### src/rtl/svc_pkg.sv
// Shared types and default phase constants for the service-gate sequencer.
// Optional monitor outputs are enabled in the top with SVC_MONITOR_EN.
package svc_pkg;

  localparam int unsigned NPHASE_DEF = 4;
  localparam int unsigned PH_W_DEF   = $clog2(NPHASE_DEF);

  typedef logic [PH_W_DEF-1:0] phase_t;

  localparam int unsigned RT_PH_DEF  = 1;
  localparam int unsigned CLR_PH_DEF = 2;
  localparam int unsigned WT_PH_DEF  = 3;

  typedef enum logic {
    IDLE = 1'b0,
    RUN  = 1'b1
  } state_e;

endpackage

### src/rtl/svc_addr_decode.sv
// One-hot decoder from a register index to NREG select lines; indices at or
// beyond NREG decode to all zeros.
module svc_addr_decode
  import svc_pkg::*;
#(
  parameter int unsigned ADDR_W = 3,
  parameter int unsigned NREG   = 8
) (
  input  logic [ADDR_W-1:0] addr_i,
  input  logic              en_i,
  output logic [NREG-1:0]   dec_o
);

  always_comb begin
    dec_o = '0;
    for (int unsigned i = 0; i < NREG; i++) begin
      if (en_i && (32'(addr_i) == i)) begin
        dec_o[i] = 1'b1;
      end
    end
  end

endmodule

### src/rtl/svc_gate_sequencer.sv
// Sequences one register-transfer command per memory cycle into read, clear and
// write gates plus the carry-in flip-flop. Define SVC_MONITOR_EN for monitor taps.
module svc_gate_sequencer
  import svc_pkg::*;
#(
  parameter int unsigned NREG   = 8,
  parameter int unsigned ADDR_W = 3,
  parameter int unsigned NPHASE = NPHASE_DEF,
  parameter int unsigned RT_PH  = RT_PH_DEF,
  parameter int unsigned CLR_PH = CLR_PH_DEF,
  parameter int unsigned WT_PH  = WT_PH_DEF,
  parameter int unsigned U_IDX  = 7
) (
  input  logic                       SIM_CLK,
  input  logic                       SIM_RST,
  input  logic                       cmd_valid,
  output logic                       cmd_ready,
  input  logic [NREG-1:0]            cmd_rd,
  input  logic [NREG-1:0]            cmd_wr,
  input  logic                       cmd_sc,
  input  logic                       cmd_sc_wr,
  input  logic [ADDR_W-1:0]          cmd_addr,
  input  logic                       cmd_ci,
  output logic [NREG-1:0]            rd_gate_n,
  output logic [NREG-1:0]            clr_gate,
  output logic [NREG-1:0]            wr_gate_n,
  output logic                       ci01_n,
  output logic [$clog2(NPHASE)-1:0]  phase,
  output logic                       busy,
  output logic                       cyc_done
`ifdef SVC_MONITOR_EN
  ,
  output logic [NREG-1:0]            mon_rd,
  output logic [NREG-1:0]            mon_wr,
  output logic                       mon_ci
`endif
);

  localparam int unsigned     PH_W   = $clog2(NPHASE);
  localparam logic [PH_W-1:0] LAST   = PH_W'(NPHASE - 1);
  localparam logic [NREG-1:0] U_MASK = NREG'(1) << U_IDX;

  state_e          state_q, state_d;
  logic [PH_W-1:0] phase_q, phase_d;
  logic [NREG-1:0] rdm_q, rdm_d, wrm_q, wrm_d;
  logic            ci_q, ci_d;
  logic [NREG-1:0] rd_gate_n_q, rd_gate_n_d;
  logic [NREG-1:0] clr_gate_q, clr_gate_d;
  logic [NREG-1:0] wr_gate_n_q, wr_gate_n_d;
  logic            ci01_n_q, ci01_n_d;
  logic            busy_q, busy_d;
  logic            cyc_done_q, cyc_done_d;
  logic            run_d;
  logic [NREG-1:0] sc_dec;
  logic            accept;
`ifdef SVC_MONITOR_EN
  logic [NREG-1:0] mon_rd_q, mon_rd_d, mon_wr_q, mon_wr_d;
`endif

  svc_addr_decode #(
    .ADDR_W (ADDR_W),
    .NREG   (NREG)
  ) u_addr_decode (
    .addr_i (cmd_addr),
    .en_i   (cmd_sc),
    .dec_o  (sc_dec)
  );

  // Ready on the last phase lets the next command start without a bubble.
  assign cmd_ready = !SIM_RST && ((state_q == IDLE) || (phase_q == LAST));
  assign accept    = cmd_valid && cmd_ready;

  always_comb begin
    state_d  = state_q;
    phase_d  = phase_q;
    rdm_d    = rdm_q;
    wrm_d    = wrm_q;
    ci_d     = ci_q;
    ci01_n_d = ci01_n_q;

    case (state_q)
      IDLE: begin
        if (accept) begin
          state_d = RUN;
          phase_d = '0;
        end
      end
      RUN: begin
        if (phase_q == LAST) begin
          phase_d = '0;
          if (!accept) state_d = IDLE;
        end else begin
          phase_d = phase_q + PH_W'(1);
        end
      end
    endcase

    if (accept) begin
      rdm_d = cmd_rd | (cmd_sc_wr ? '0 : sc_dec);
      wrm_d = cmd_wr | (cmd_sc_wr ? sc_dec : '0);
      ci_d  = cmd_ci;
    end

    // Gates are registered so they line up with the phase they belong to.
    run_d       = (state_d == RUN);
    rd_gate_n_d = (run_d && (phase_d == PH_W'(RT_PH)))  ? ~rdm_d : '1;
    clr_gate_d  = (run_d && (phase_d == PH_W'(CLR_PH))) ?  wrm_d : '0;
    wr_gate_n_d = (run_d && (phase_d == PH_W'(WT_PH)))  ? ~wrm_d : '1;
    busy_d      = run_d;
    cyc_done_d  = run_d && (phase_d == LAST);

    if (|(clr_gate_q & U_MASK)) ci01_n_d = 1'b1;
    if ((state_q == RUN) && (phase_q == PH_W'(WT_PH)) && ci_q) ci01_n_d = 1'b0;

`ifdef SVC_MONITOR_EN
    mon_rd_d = ~rd_gate_n_q;
    mon_wr_d = ~wr_gate_n_q;
`endif
  end

  always_ff @(posedge SIM_CLK) begin
    if (SIM_RST) begin
      state_q     <= IDLE;
      phase_q     <= '0;
      rdm_q       <= '0;
      wrm_q       <= '0;
      ci_q        <= 1'b0;
      rd_gate_n_q <= '1;
      clr_gate_q  <= '0;
      wr_gate_n_q <= '1;
      ci01_n_q    <= 1'b1;
      busy_q      <= 1'b0;
      cyc_done_q  <= 1'b0;
`ifdef SVC_MONITOR_EN
      mon_rd_q    <= '0;
      mon_wr_q    <= '0;
`endif
    end else begin
      state_q     <= state_d;
      phase_q     <= phase_d;
      rdm_q       <= rdm_d;
      wrm_q       <= wrm_d;
      ci_q        <= ci_d;
      rd_gate_n_q <= rd_gate_n_d;
      clr_gate_q  <= clr_gate_d;
      wr_gate_n_q <= wr_gate_n_d;
      ci01_n_q    <= ci01_n_d;
      busy_q      <= busy_d;
      cyc_done_q  <= cyc_done_d;
`ifdef SVC_MONITOR_EN
      mon_rd_q    <= mon_rd_d;
      mon_wr_q    <= mon_wr_d;
`endif
    end
  end

  assign rd_gate_n = rd_gate_n_q;
  assign clr_gate  = clr_gate_q;
  assign wr_gate_n = wr_gate_n_q;
  assign ci01_n    = ci01_n_q;
  assign phase     = phase_q;
  assign busy      = busy_q;
  assign cyc_done  = cyc_done_q;
`ifdef SVC_MONITOR_EN
  assign mon_rd    = mon_rd_q;
  assign mon_wr    = mon_wr_q;
  assign mon_ci    = ~ci01_n_q;
`endif

endmodule
### config.mk
export PLATFORM = sky130hd
export DESIGN_NAME = svc_gate_sequencer
export DESIGN_NICKNAME = d
export VERILOG_FILES = /design/src/rtl/svc_pkg.sv /design/src/rtl/svc_addr_decode.sv /design/src/rtl/svc_gate_sequencer.sv
export SDC_FILE = /design/constraint.sdc
export NUM_CORES = 1
export LEC_CHECK = 0
export CELL_PAD_IN_SITES_DETAIL_PLACEMENT = 0
export CELL_PAD_IN_SITES_GLOBAL_PLACEMENT = 2
export CORE_MARGIN = 3
export CORE_UTILIZATION = 28
export DETAILED_ROUTE_END_ITERATION = 10
export PLACE_DENSITY = 0.89
export SLEW_MARGIN = 20
export SYNTH_ARGS = -nofsm -noshare
export SYNTH_HDL_FRONTEND = slang
export SYNTH_HIERARCHICAL = 1
export SYNTH_SLANG_ARGS = --single-unit
export TNS_END_PERCENT = 50
### constraint.sdc
create_clock -name SIM_CLK -period 2 [get_ports SIM_CLK]
set_clock_uncertainty 0.05 [all_clocks]
set_input_delay 0.3 -clock SIM_CLK [delete_from_list [all_inputs] [get_ports SIM_CLK]]
set_output_delay 0.3 -clock SIM_CLK [all_outputs]
set_load 0.005 [all_outputs]
==> impl_results.md <==
- Number of vias per cell after detailed routing: ~4.8
- Post-synthesis async set-or-reset flop share: 0
- Clock insertion delay at the later pin of the skew report: 290 ps
- Grt total ovfl: 0
- Yosys warnings: 6
- Reg-to-Reg Start: phase[0]$_SDFF_PP0_
- Initial core utilization: 0.299
- Number of port buffers: between 50 and 60
- Number of library cell types mapped by synthesis: 32
- Number of maximum-capacitance violations: 0
- Maximum root-to-sink buffer count: 2
- Number of setup violations in the final report: 0
- Leading cell type by number of instances after synthesis: sky130_fd_sc_hd__dfxtp_1
- Vias in the first global route: 1556
- Die area: 0.00751 sq mm
- Flop and latch count out of synthesis: 46
- Setup bufs post-CTS: 0
- Fraction of the yosys area taken by sequential cells: 0.506
- Core region area: 0.00610 sq mm
- Total wirelength of the detailed-routed design: approximately 4400 um
- CP Capture Point: rd_gate_n[7]$_SDFF_PP1_
- Layout cells sized above 1: 0.201
- Largest net degree at the start of global routing: 15
- Number of top-level design ports: between 50 and 60
- # nets final: 274
- Run status: finished, final reports clean
- Number of flops mapped to enable cells by yosys: 0
- Number of max-slew violations in the final report: 0
- Clock input transition at the sequential cells of the worst setup and hold paths: roughly 80 ps
- Kind of start point of the critical path: flop
- Cell leakage power: 0.956 nW
- Power per standard cell area: 716 mW/mm^2
- Critical R2R Capture: rd_gate_n[7]$_SDFF_PP1_
- Layout-stage area growth over the synthesis result: 44.2%
- Setup Slack @ Placement: -55.0 ps
- Pwr Total: around 1.9 mW
- # clock sinks: 46
- Setup repair after global routing missed its margin: no
- Post-Synthesis Net Count: slightly above 200
- WS Path Type: reg2reg
- First DRT Iteration DRCs: 42
- Vias after detailed routing: around 1500
- Number of inserted diodes: 0
- First element of the critical path: phase[0]$_SDFF_PP0_
- Iteration count of the initial detailed-routing pass: 4
- R2r worst-path depth: 4
- Average cell area after synthesis: 10.1 sq um
- Number of antenna violations at the first check in global routing: 0
- Cell chosen for the clock root: sky130_fd_sc_hd__clkbuf_8
- Post-synthesis cell type with the largest combined area: sky130_fd_sc_hd__dfxtp_1
- Avg WL per Cell: 13.5 um
- Number of hold violations in the final report: 0
- Most used DFF post-synth: sky130_fd_sc_hd__dfxtp_1
- Die height: 86.6 um
- Post-synthesis instance area: around 0.0018 sq mm
- CTS Buf Count: 5
- Clock H-tree levels: 2
- CP endpoint kind: flop
- Sum of net half-perimeters after detailed placement: 3360 um
- Remaining DRCs: 0
- GPL Wtd Cong: 0.728
- Least setup slack across all paths after layout: 228 ps
- Die Span X: 86.6 um
- Transition at the pin with the smallest max-transition slack: between 400 and 500 ps
- Portion of synthesized cell area occupied by the leading cell type: 0.506
- Antenna-violating nets left: 0
- CP max FO: 12
- Total negative slack: 0 ps
- Classification of the worst-slack hold path: reg2reg
- Wire length of the first global-routing pass: between 7000 and 8000 um
- Clock tree from TritonCTS: done
- Max Clk Rate: 564 MHz
- Top area cells in the synthesized netlist: sky130_fd_sc_hd__dfxtp_1, sky130_fd_sc_hd__a21oi_1, sky130_fd_sc_hd__a21bo_2, sky130_fd_sc_hd__or4b_1, sky130_fd_sc_hd__a211oi_1
- Worst Hold Path Cells: 2
- Period Utilization, post-route: 0.886
- Required time of the critical path: 2120 ps
- Combined global-route utilization of all metal layers: 0.126
- Post-synthesis instance total: 181
- Worst slew margin relative to its limit: 0.716
- Commonest cells in the netlist: sky130_fd_sc_hd__dfxtp_1, sky130_fd_sc_hd__a21oi_1, sky130_fd_sc_hd__o21ai_0
- Highest ir drop seen on vdd: 374 uV
- Register-to-register path setup slack: 230 ps
- Worst hold-check slack: 404 ps
- Cell Rows: 28
- Critical path arrival: 1900 ps
- Final worst path period need: 1770 ps
worst min-delay path by stage:
| stage | start | to | slack [ps] |
|---|---|---|---|
| 2_1_floorplan | cmd_valid | busy$_SDFF_PP0_ | 370 |
| 3_3_place_gp | wrm_q[6]$_SDFF_PP0_ | clr_gate[6]$_SDFF_PP0_ | 400 |
| 3_5_place_dp | wrm_q[2]$_SDFF_PP0_ | clr_gate[2]$_SDFF_PP0_ | 390 |
| 4_1_cts | wrm_q[2]$_SDFF_PP0_ | clr_gate[2]$_SDFF_PP0_ | 410 |
| 5_1_grt | wrm_q[5]$_SDFF_PP0_ | clr_gate[5]$_SDFF_PP0_ | 430 |
| 6_report | wrm_q[2]$_SDFF_PP0_ | clr_gate[2]$_SDFF_PP0_ | 400 |
per-layer routing:
metal / track usage / share of wire
met2: 0.191 / 0.45
met4: 0.0382 / 0.012
met1: 0.172 / 0.47
met5: 0 / 0
met3: 0.0409 / 0.070
cell type report:
class | instances | area (sq um)
fill | 632 | 3470
timing repair buffer | 74 | 693
multi-input combinational | 120 | 802
clock buffer | 6 | 72.6
sequential | 46 | 922
tap | 75 | 93.8
inverter | 1 | 3.75
clock inverter | 2 | 37.5
where the power goes:
part | leakage, nW | internal [mW] | switching, mW
clock | 0.0514 | 0.373 | 0.311
combinational | 0.530 | 0.131 | 0.109
sequential | 0.375 | 0.945 | 0.0119
metrics by stage:
step	cell area [sq um]	utilization	std cells
CTS	2620	0.430	324
detailed placement	2510	0.412	316
floorplan	1820	-	181
global route	2630	0.431	324
global placement	2510	0.412	316
finish	2630	0.431	324
flip-flops by register name, summed over array words and instances, names as in the netlist:
signal,flops
cyc_done,1
rdm_q,8
wrm_q,8
clr_gate,8
wr_gate_n,8
rd_gate_n,8
phase,2
ci_q,1
ci01_n,1
busy,1
timing repair:
| item | CTS | global route |
|---|---|---|
| pin swaps | 0 | 0 |
| setup endpoints to repair | 1 | 1 |
| endpoints found under the hold margin | 0 | 0 |
| hold buffers | 0 | 0 |
| gates resized for setup | 1 | 1 |
layout by cell type (no fill, tap or decap), drive strengths merged:
master / n
and4b: 3
inv: 1
or4b: 8
dlymetal6s2s: 1
clkbuf: 6
clkinvlp: 1
clkdlybuf4s50: 53
a211oi: 8
a22oi: 1
ha: 1
nand2: 8
mux2i: 1
and3: 1
nand3: 2
and4: 1
buf: 20
a21bo: 8
nor2: 8
o21ai: 10
nand2b: 4
nor2b: 2
and2b: 1
and4bb: 4
bufinv: 1
nor4b: 1
or3: 8
dfxtp: 46
a21oi: 40
cell families (layout without fill, tap and decap cells):
logic type	after synthesis	after routing	share of synthesized area
AOI/OAI and AO/OA	67	67	0.223
adders and majority gates	1	1	0.00687
buffers and inverters	15	83	0.0536
DFF	46	46	0.506
muxes	1	1	0.00550
and+or+nand+nor	51	51	0.205
worst max-delay path, stage by stage, from the launching register on:
cell,delay (ps)
sky130_fd_sc_hd__dfxtp_1,320
sky130_fd_sc_hd__ha_1,200
sky130_fd_sc_hd__nand2b_1,330
sky130_fd_sc_hd__buf_4,250
sky130_fd_sc_hd__or4b_1,490
(Power assumes the default switching activity.)
